$ cat src/rtl/unidade_controle.sv
// Control unit for the 16-bit simple processor: fetches a 9-bit IR and sequences T0..T3.
// Optional feature macro: CONTROLE_MVNZ_EN (opcode 100 = mvnz Rx,Ry gated by GnZ).
module unidade_controle (
  input  logic        Clock,
  input  logic        Reset,
  input  logic        Run,
  input  logic [15:0] Dado,
  input  logic        GnZ,
  output logic [7:0]  controlReg,
  output logic        Gout,
  output logic        Din,
  output logic [7:0]  Rin,
  output logic        Ain,
  output logic        Gin,
  output logic        AddSub,
  output logic        IRin,
  output logic        Done
);

  typedef enum logic [1:0] {T0 = 2'd0, T1 = 2'd1, T2 = 2'd2, T3 = 2'd3} tstep_e;

  tstep_e      tstep_q, tstep_d;
  logic [8:0]  ir_q, ir_d;
  logic [2:0]  opcode, rx, ry;

  assign opcode = ir_q[8:6];
  assign rx     = ir_q[5:3];
  assign ry     = ir_q[2:0];

  // Only the low nine bits of Dado form an instruction word.
  logic unused_dado_hi;
  assign unused_dado_hi = ^Dado[15:9];

`ifndef CONTROLE_MVNZ_EN
  logic unused_gnz;
  assign unused_gnz = GnZ;
`endif

  function automatic logic [7:0] onehot(input logic [2:0] idx);
    return 8'b0000_0001 << idx;
  endfunction

  always_comb begin
    tstep_d    = tstep_q;
    controlReg = 8'h00;
    Gout       = 1'b0;
    Din        = 1'b0;
    Rin        = 8'h00;
    Ain        = 1'b0;
    Gin        = 1'b0;
    AddSub     = 1'b0;
    IRin       = 1'b0;
    Done       = 1'b0;
    case (tstep_q)
      T0: begin
        IRin = Run;
        if (Run) tstep_d = T1;
      end
      T1: begin
        tstep_d = T0;
        case (opcode)
          3'b000: begin
            controlReg = onehot(ry);
            Rin        = onehot(rx);
            Done       = 1'b1;
          end
          3'b001: begin
            Din  = 1'b1;
            Rin  = onehot(rx);
            Done = 1'b1;
          end
          3'b010, 3'b011: begin
            controlReg = onehot(rx);
            Ain        = 1'b1;
            tstep_d    = T2;
          end
`ifdef CONTROLE_MVNZ_EN
          3'b100: begin
            Done = 1'b1;
            if (GnZ) begin
              controlReg = onehot(ry);
              Rin        = onehot(rx);
            end
          end
`endif
          default: Done = 1'b1;
        endcase
      end
      T2: begin
        // IR[6] distinguishes sub (011) from add (010).
        controlReg = onehot(ry);
        Gin        = 1'b1;
        AddSub     = ir_q[6];
        tstep_d    = T3;
      end
      T3: begin
        Gout    = 1'b1;
        Rin     = onehot(rx);
        Done    = 1'b1;
        tstep_d = T0;
      end
      default: tstep_d = T0;
    endcase
  end

  assign ir_d = IRin ? Dado[8:0] : ir_q;

  always_ff @(posedge Clock or posedge Reset) begin
    if (Reset) begin
      tstep_q <= T0;
      ir_q    <= 9'b0;
    end else begin
      tstep_q <= tstep_d;
      ir_q    <= ir_d;
    end
  end

endmodule

$ cat config.mk
export PLATFORM = sky130hd
export DESIGN_NAME = unidade_controle
export DESIGN_NICKNAME = d
export VERILOG_FILES = /design/src/rtl/unidade_controle.sv
export SDC_FILE = /design/constraint.sdc
export NUM_CORES = 1
export LEC_CHECK = 0
export ABC_AREA = 0
export CELL_PAD_IN_SITES_DETAIL_PLACEMENT = 1
export CELL_PAD_IN_SITES_GLOBAL_PLACEMENT = 1
export CORE_MARGIN = 4
export CORE_UTILIZATION = 29
export DETAILED_ROUTE_END_ITERATION = 10
export PLACE_DENSITY = 0.89
export SYNTH_ARGS = -nofsm -noshare
export SYNTH_HDL_FRONTEND = slang
export SYNTH_SLANG_ARGS = --single-unit
$ cat constraint.sdc
create_clock -name Clock -period 2.1 [get_ports Clock]
set_input_delay 0.21 -clock Clock [delete_from_list [all_inputs] [get_ports Clock]]
set_output_delay 0.21 -clock Clock [all_outputs]
set_load 0.01 [all_outputs]
==> results.sh, run 1 <==
export IMPL_worstPathArrival_ns=1.87
export IMPL_overflow=0
export IMPL_setup_ws_ns=0.0232
export IMPL_async_flop_share=1.00
export IMPL_syn_nets=99
export IMPL_finalCritPeriodShare=0.989
export IMPL_cts_path_max_buffers=2
export IMPL_critPathKind="flip-flop to output port"
export IMPL_combPwrFrac=0.620
export IMPL_area_growth_synth_to_final_pct=64.0
export IMPL_synthDistinctLibCells=26
export IMPL_coreArea_sq_um=2480
export IMPL_intPower_mw=0.939
export IMPL_crit_top_cell="buf_4"
export IMPL_clock_sinks=11
export IMPL_grt_pass1_vias=794
export IMPL_slew_headroom=0.740
export IMPL_p_leak_nw=0.577
export IMPL_yosys_warnings=0
export IMPL_ctsHoldBuffers=0
export IMPL_portBuffers=34
export IMPL_fp_dieW_microns=59.0
export IMPL_ys_flop_type="dfrtp_1"
export IMPL_hold_class="primary input to asynchronous set/reset pin"
export IMPL_slew_violations=0
export IMPL_cts_buffers=3
export IMPL_io_pins=43
export IMPL_vias_per_cell=4.88
export IMPL_wl_microns=2240
export IMPL_grt_max_degree=12
export IMPL_cp_buffers_inverters=4
export IMPL_core_rowCount=18
export IMPL_grt_pass1_wl_microns=3640
export IMPL_cp_max_fo=3
export IMPL_syn_area_sq_um=754
export IMPL_setup_viol=0
export IMPL_drt_initial_drc_count=8
export IMPL_rsz0062_at_grt="true"
export IMPL_synth_seq_cells=11
export IMPL_drc=0
export IMPL_path_clk_slew_ns=0.06
export IMPL_fmax_ghz=0.482
export IMPL_p_sw_mw=0.693
export IMPL_critPathMaxStageDelay_ns=0.44
export IMPL_cp_cell_sequence="inv_2, ha_1, buf_4, o211ai_1, buf_4, o32ai_2, buf_2"
export IMPL_yosysSeqAreaShare=0.365
export IMPL_wl_per_cell_microns=14.7
export IMPL_start_util=0.305
export IMPL_insertedDiodeCount=0
export IMPL_die_h_microns=59.0
export IMPL_post_dp_hpwl_microns=1860
export IMPL_worstPathRequired_ns=1.89
export IMPL_place_gp_congestion=0.773
export IMPL_cts_tree="done"
export IMPL_cts_root_buffer="clkbuf_4"
export IMPL_ant_nets=0
export IMPL_syn_avg_cell_area_sq_um=10.2
export IMPL_p_sw_frac=0.424
export IMPL_nets=148
export IMPL_finalSetupTns_ns=0
export IMPL_drive_above_1_share=0.377
export IMPL_synth_edf_count=0
export IMPL_finClkSkew_ns=0.00352
export IMPL_critPathLaunchType="flip-flop"
export IMPL_report_power_total_mw=1.63
export IMPL_vdd_drop_max_mv=0.622
export IMPL_clockPowerShare=0.082
export IMPL_status="complete, no violations"
export IMPL_clock_latency_ns=0.25
export IMPL_netlist_instances=74
export IMPL_grt_use_total=0.137
export IMPL_fillers=301
export IMPL_cp_top_family="buffers and inverters"
export IMPL_maxCapViolations=0
export IMPL_dr_pass1_iters=3
export IMPL_powerDensity_nw_per_um2=1320
export IMPL_critPathSlowestCell="dfrtp_1"
export IMPL_pre_cts_ws_ns=-0.0655
export IMPL_cts_htree_levels=1
export IMPL_antenna_found_initial=0
export IMPL_p_seq_frac=0.298
export IMPL_die_area_sq_um=3480
export IMPL_hold_viol=0
export IMPL_max_slew_worst_pin_slew_ns=0.390
export IMPL_vias=742
export IMPL_period_minus_slack_ns=2.08
export IMPL_setup_worst_path_end_class="output port"
==> layout make-up <==
type	instances	area, sq um	area share
Timing Repair Buffer	44	368	0.297
Sequential cell	11	275	0.222
Inverter	5	18.8	0.0152
Multi-Input combinational cell	58	512	0.414
Clock buffer	4	26.3	0.0212
Tap cell	30	37.5	0.0303
==> cell families after synthesis <==
| logic type | count (synthesis) | synth area share |
|---|---|---|
| buffers and inverters | 5 | 0.0249 |
| and+or+nand+nor | 30 | 0.245 |
| muxes | 10 | 0.149 |
| AOI/OAI and AO/OA | 13 | 0.133 |
| adders and majority gates | 5 | 0.0829 |
| DFF | 11 | 0.365 |
==> path summary, 6_finish.rpt <==
| path | startpoint | cells past startpoint | to | slack, ns |
|---|---|---|---|---|
| setup / recovery | tstep_q[0] | 7 | controlReg[1] | 0.02 |
| setup reg to reg | tstep_q[0] | 5 | ir_q[7] | 0.63 |
| min in group Clock | ir_q[0] | 1 | ir_q[0] | 0.56 |
| hold / removal | Reset | 2 | ir_q[7] | 0.23 |
| max in group asynchronous | Reset | 2 | ir_q[6] | 1.59 |
| hold reg to reg | ir_q[0] | 1 | ir_q[0] | 0.56 |
==> layer usage <==
layer	vias up	wire, microns	GRT usage
met4	0	7	0.0291
met5	-	0	0
met1	357	874	0.150
met3	2	108	0.0218
met2	19	1250	0.271
li1	364	-	-
==> metrics by stage <==
step | util | area (sq um) | hold WS [ns] | std cells
final | 0.499 | 1240 | 0.228 | 152
after CTS | 0.495 | 1230 | 0.239 | 151
after global routing | 0.499 | 1240 | 0.253 | 152
after global placement | 0.472 | 1170 | 0.511 | 143
after detailed placement | 0.472 | 1170 | 0.521 | 143
after floorplan | - | 754 | 0.0624 | 74
==> power groups by stage <==
stage / clock (mW) / combinational, mW / sequential, mW
after floorplan: 0 / 0.558 / 0.422
after global placement: 0 / 0.898 / 0.449
after detailed placement: 0 / 0.948 / 0.469
after CTS: 0.141 / 0.991 / 0.487
after global routing: 0.149 / 1.11 / 0.507
final: 0.134 / 1.01 / 0.487
==> state kept, by name, indices dropped and copies added, names as in the netlist, named ones only <==
| signal | flops |
|---|---|
| ir_q | 9 |
| tstep_q | 1 |
==> timing repair <==
action	in CTS	in global routing
setup buffers	4	1
setup endpoints to repair	18	8
pin swaps	2	4
gates resized for setup	44	8
==> placed cells by master, fill, tap and decap left out, types with 2 or more instances in the layout <==
master,n
nor2_1,10
nand2b_1,2
inv_2,2
nand2_1,3
buf_4,10
dlygate4sd2_1,8
buf_2,6
o22ai_1,4
or2b_2,2
clkbuf_2,2
mux2_2,10
clkbuf_4,3
o32ai_2,3
and2_1,2
ha_1,4
inv_1,3
dfrtp_1,11
clkdlybuf4s50_1,17
==> synth_stat cells, drive strengths merged (2+ instances only) <==
cell type | number | share of area
o32ai | 4 | 0.056
o22ai | 4 | 0.033
dfrtp | 11 | 0.36
inv | 5 | 0.025
or2b | 3 | 0.033
and2 | 2 | 0.017
nand2 | 3 | 0.015
o21bai | 2 | 0.020
nor3b | 2 | 0.020
mux2 | 10 | 0.15
ha | 5 | 0.083
nand2b | 2 | 0.017
nor2 | 10 | 0.050
No activity file was read; power rests on OpenSTA's default activity.
==> run 2, diff against run 1 <==
==> config.mk (replaced) <==
export PLATFORM = sky130hd
export DESIGN_NAME = unidade_controle
export DESIGN_NICKNAME = d
export VERILOG_FILES = /design/src/rtl/unidade_controle.sv
export SDC_FILE = /design/constraint.sdc
export NUM_CORES = 1
export LEC_CHECK = 0
export ABC_AREA = 0
export CELL_PAD_IN_SITES_DETAIL_PLACEMENT = 0
export CELL_PAD_IN_SITES_GLOBAL_PLACEMENT = 2
export CORE_MARGIN = 4
export CORE_UTILIZATION = 22
export DETAILED_ROUTE_END_ITERATION = 10
export PLACE_DENSITY = 0.87
export SYNTH_ARGS = -nofsm -noshare
export SYNTH_HDL_FRONTEND = slang
export SYNTH_SLANG_ARGS = --single-unit
==> results.sh, run 2 (same netlist as run 1, synthesis figures left out) <==
export IMPL_status="complete, no violations"
export IMPL_slew_violations=0
export IMPL_fp_dieW_microns=66.6
export IMPL_vias_per_cell=4.50
export IMPL_fin_cells=171
export IMPL_fin_hold_ws_ns=0.234
export IMPL_worstPathArrival_ns=1.85
export IMPL_largest_register="ir_q"
export IMPL_powerDensity_nw_per_um2=1280
export IMPL_clock_sinks=11
export IMPL_wl_microns=2140
export IMPL_hold_viol=0
export IMPL_portBuffers=34
export IMPL_cts_buffers=3
export IMPL_ctsHoldBuffers=0
export IMPL_fmax_ghz=0.485
export IMPL_drc=0
export IMPL_hold_class="primary input to asynchronous set/reset pin"
export IMPL_nets=151
export IMPL_wl_per_cell_microns=12.5
export IMPL_setup_viol=0
export IMPL_ant_nets=0
export IMPL_cts_root_buffer="clkbuf_4"
export IMPL_critPathMaxStageDelay_ns=0.38
export IMPL_dr_pass1_iters=2
export IMPL_crit_cells=6
export IMPL_maxCapViolations=0
export IMPL_combPwrFrac=0.630
export IMPL_antenna_found_initial=0
export IMPL_finClkSkew_ns=0.00218
export IMPL_drt_initial_drc_count=11
export IMPL_p_seq_frac=0.287
export IMPL_grt_use_total=0.0960
export IMPL_start_util=0.226
export IMPL_setup_worst_path_end_class="output port"
export IMPL_largest_reg_flops=9
export IMPL_insertedDiodeCount=0
export IMPL_p_leak_nw=0.585
export IMPL_final_common_cell="clkdlybuf4s50_1"
export IMPL_period_minus_slack_ns=2.06
export IMPL_critPathKind="flip-flop to output port"
export IMPL_dp_cells=160
export IMPL_area_growth_synth_to_final_pct=70.0
export IMPL_top_regs="ir_q: 9 flops, tstep_q: 1 flops"
export IMPL_critPathSlowestCell="dfrtp_1"
export IMPL_cts_tree="done"
export IMPL_io_pins=43
export IMPL_cts_path_max_buffers=2
export IMPL_intPower_mw=0.965
export IMPL_clockPowerShare=0.083
export IMPL_reg2reg_depth=5
export IMPL_clock_latency_ns=0.26
export IMPL_worstPathRequired_ns=1.89
export IMPL_p_sw_mw=0.679
export IMPL_post_dp_hpwl_microns=1730
export IMPL_drive_above_1_share=0.360
export IMPL_core_rowCount=21
export IMPL_critPathLaunchType="flip-flop"
export IMPL_die_area_sq_um=4430
export IMPL_overflow=0
export IMPL_vdd_drop_max_mv=0.563
export IMPL_cp_max_fo=4
export IMPL_vias=769
export IMPL_path_clk_slew_ns=0.06
export IMPL_cp_buffers_inverters=2
export IMPL_die_h_microns=66.6
export IMPL_place_gp_congestion=0.766
export IMPL_finalCritPeriodShare=0.982
export IMPL_final_cell_mix="18 x clkdlybuf4s50_1, 13 x buf_4, 11 x dfrtp_1"
export IMPL_grt_max_degree=12
export IMPL_p_sw_frac=0.413
export IMPL_slew_headroom=0.732
export IMPL_cts_htree_levels=1
export IMPL_max_slew_worst_pin_slew_ns=0.401
export IMPL_coreArea_sq_um=3340
export IMPL_grt_pass1_wl_microns=3260
export IMPL_cp_cell_sequence="inv_2, ha_4, nor4b_4, nor2_1, o32ai_1, dlygate4sd2_1"
export IMPL_grt_pass1_vias=770
export IMPL_reg2reg_from="tstep_q[0]"
export IMPL_cp_top_family="buffers and inverters"
export IMPL_rsz0062_at_grt="true"
-- run 2: layer usage --
metal  global-route usage  up-vias  part of all wire
li1                     -      375                 -
met1               0.0983      375              0.37
met2                0.187       15              0.56
met3               0.0169        4             0.048
met4               0.0406        0             0.014
met5                    0        -                 0
-- run 2: worst paths after layout --
path,end,slack [ns]
min in group Clock,ir_q[0],0.56
max in group asynchronous,asynchronous set/reset pin,1.58
min reg2reg,ir_q[0],0.56
min,ir_q[3],0.23
max reg2reg,ir_q[8],0.74
max,controlReg[6],0.04
-- run 2: worst register-to-register path, stage by stage (launching register included) --
cell	delay [ns]
dfrtp_1	0.34
inv_1	0.07
ha_1	0.21
nand2_1	0.09
buf_4	0.18
mux2_2	0.34
-- run 2: final cells by class --
class / count / area (sq um)
fill: 363 / 2050
tap: 46 / 57.6
multi-input combinational: 58 / 509
clock buffer: 4 / 26.3
sequential: 11 / 275
timing repair buffer: 47 / 395
inverter: 5 / 18.8
-- run 2: per-stage QoR --
step / TNS, ns / power, mW / cell area [sq um] / utilization / setup slack (ns)
2_1_floorplan: 0 / 0.980 / 754 / - / 0.478
3_3_place_gp: -0.193 / 1.37 / 1200 / 0.359 / -0.0632
3_5_place_dp: -0.430 / 1.40 / 1200 / 0.359 / -0.0649
4_1_cts: 0 / 1.62 / 1280 / 0.383 / 0.000486
5_1_grt: -0.0556 / 1.77 / 1280 / 0.384 / -0.0461
6_report: 0 / 1.64 / 1280 / 0.384 / 0.0376
-- run 2: power groups by stage --
stage	logic, mW	clock network (mW)	registers [mW]
after floorplan	0.558	0	0.422
after global placement	0.918	0	0.449
after detailed placement	0.947	0	0.458
after CTS	1.01	0.145	0.463
after global routing	1.13	0.149	0.491
final	1.04	0.137	0.471
-- run 2: what timing repair did --
action                     in CTS  in global routing
gates resized for setup        29                 14
setup buffers                   5                  2
pin swaps                       3                  1
setup endpoints to repair      18                  9
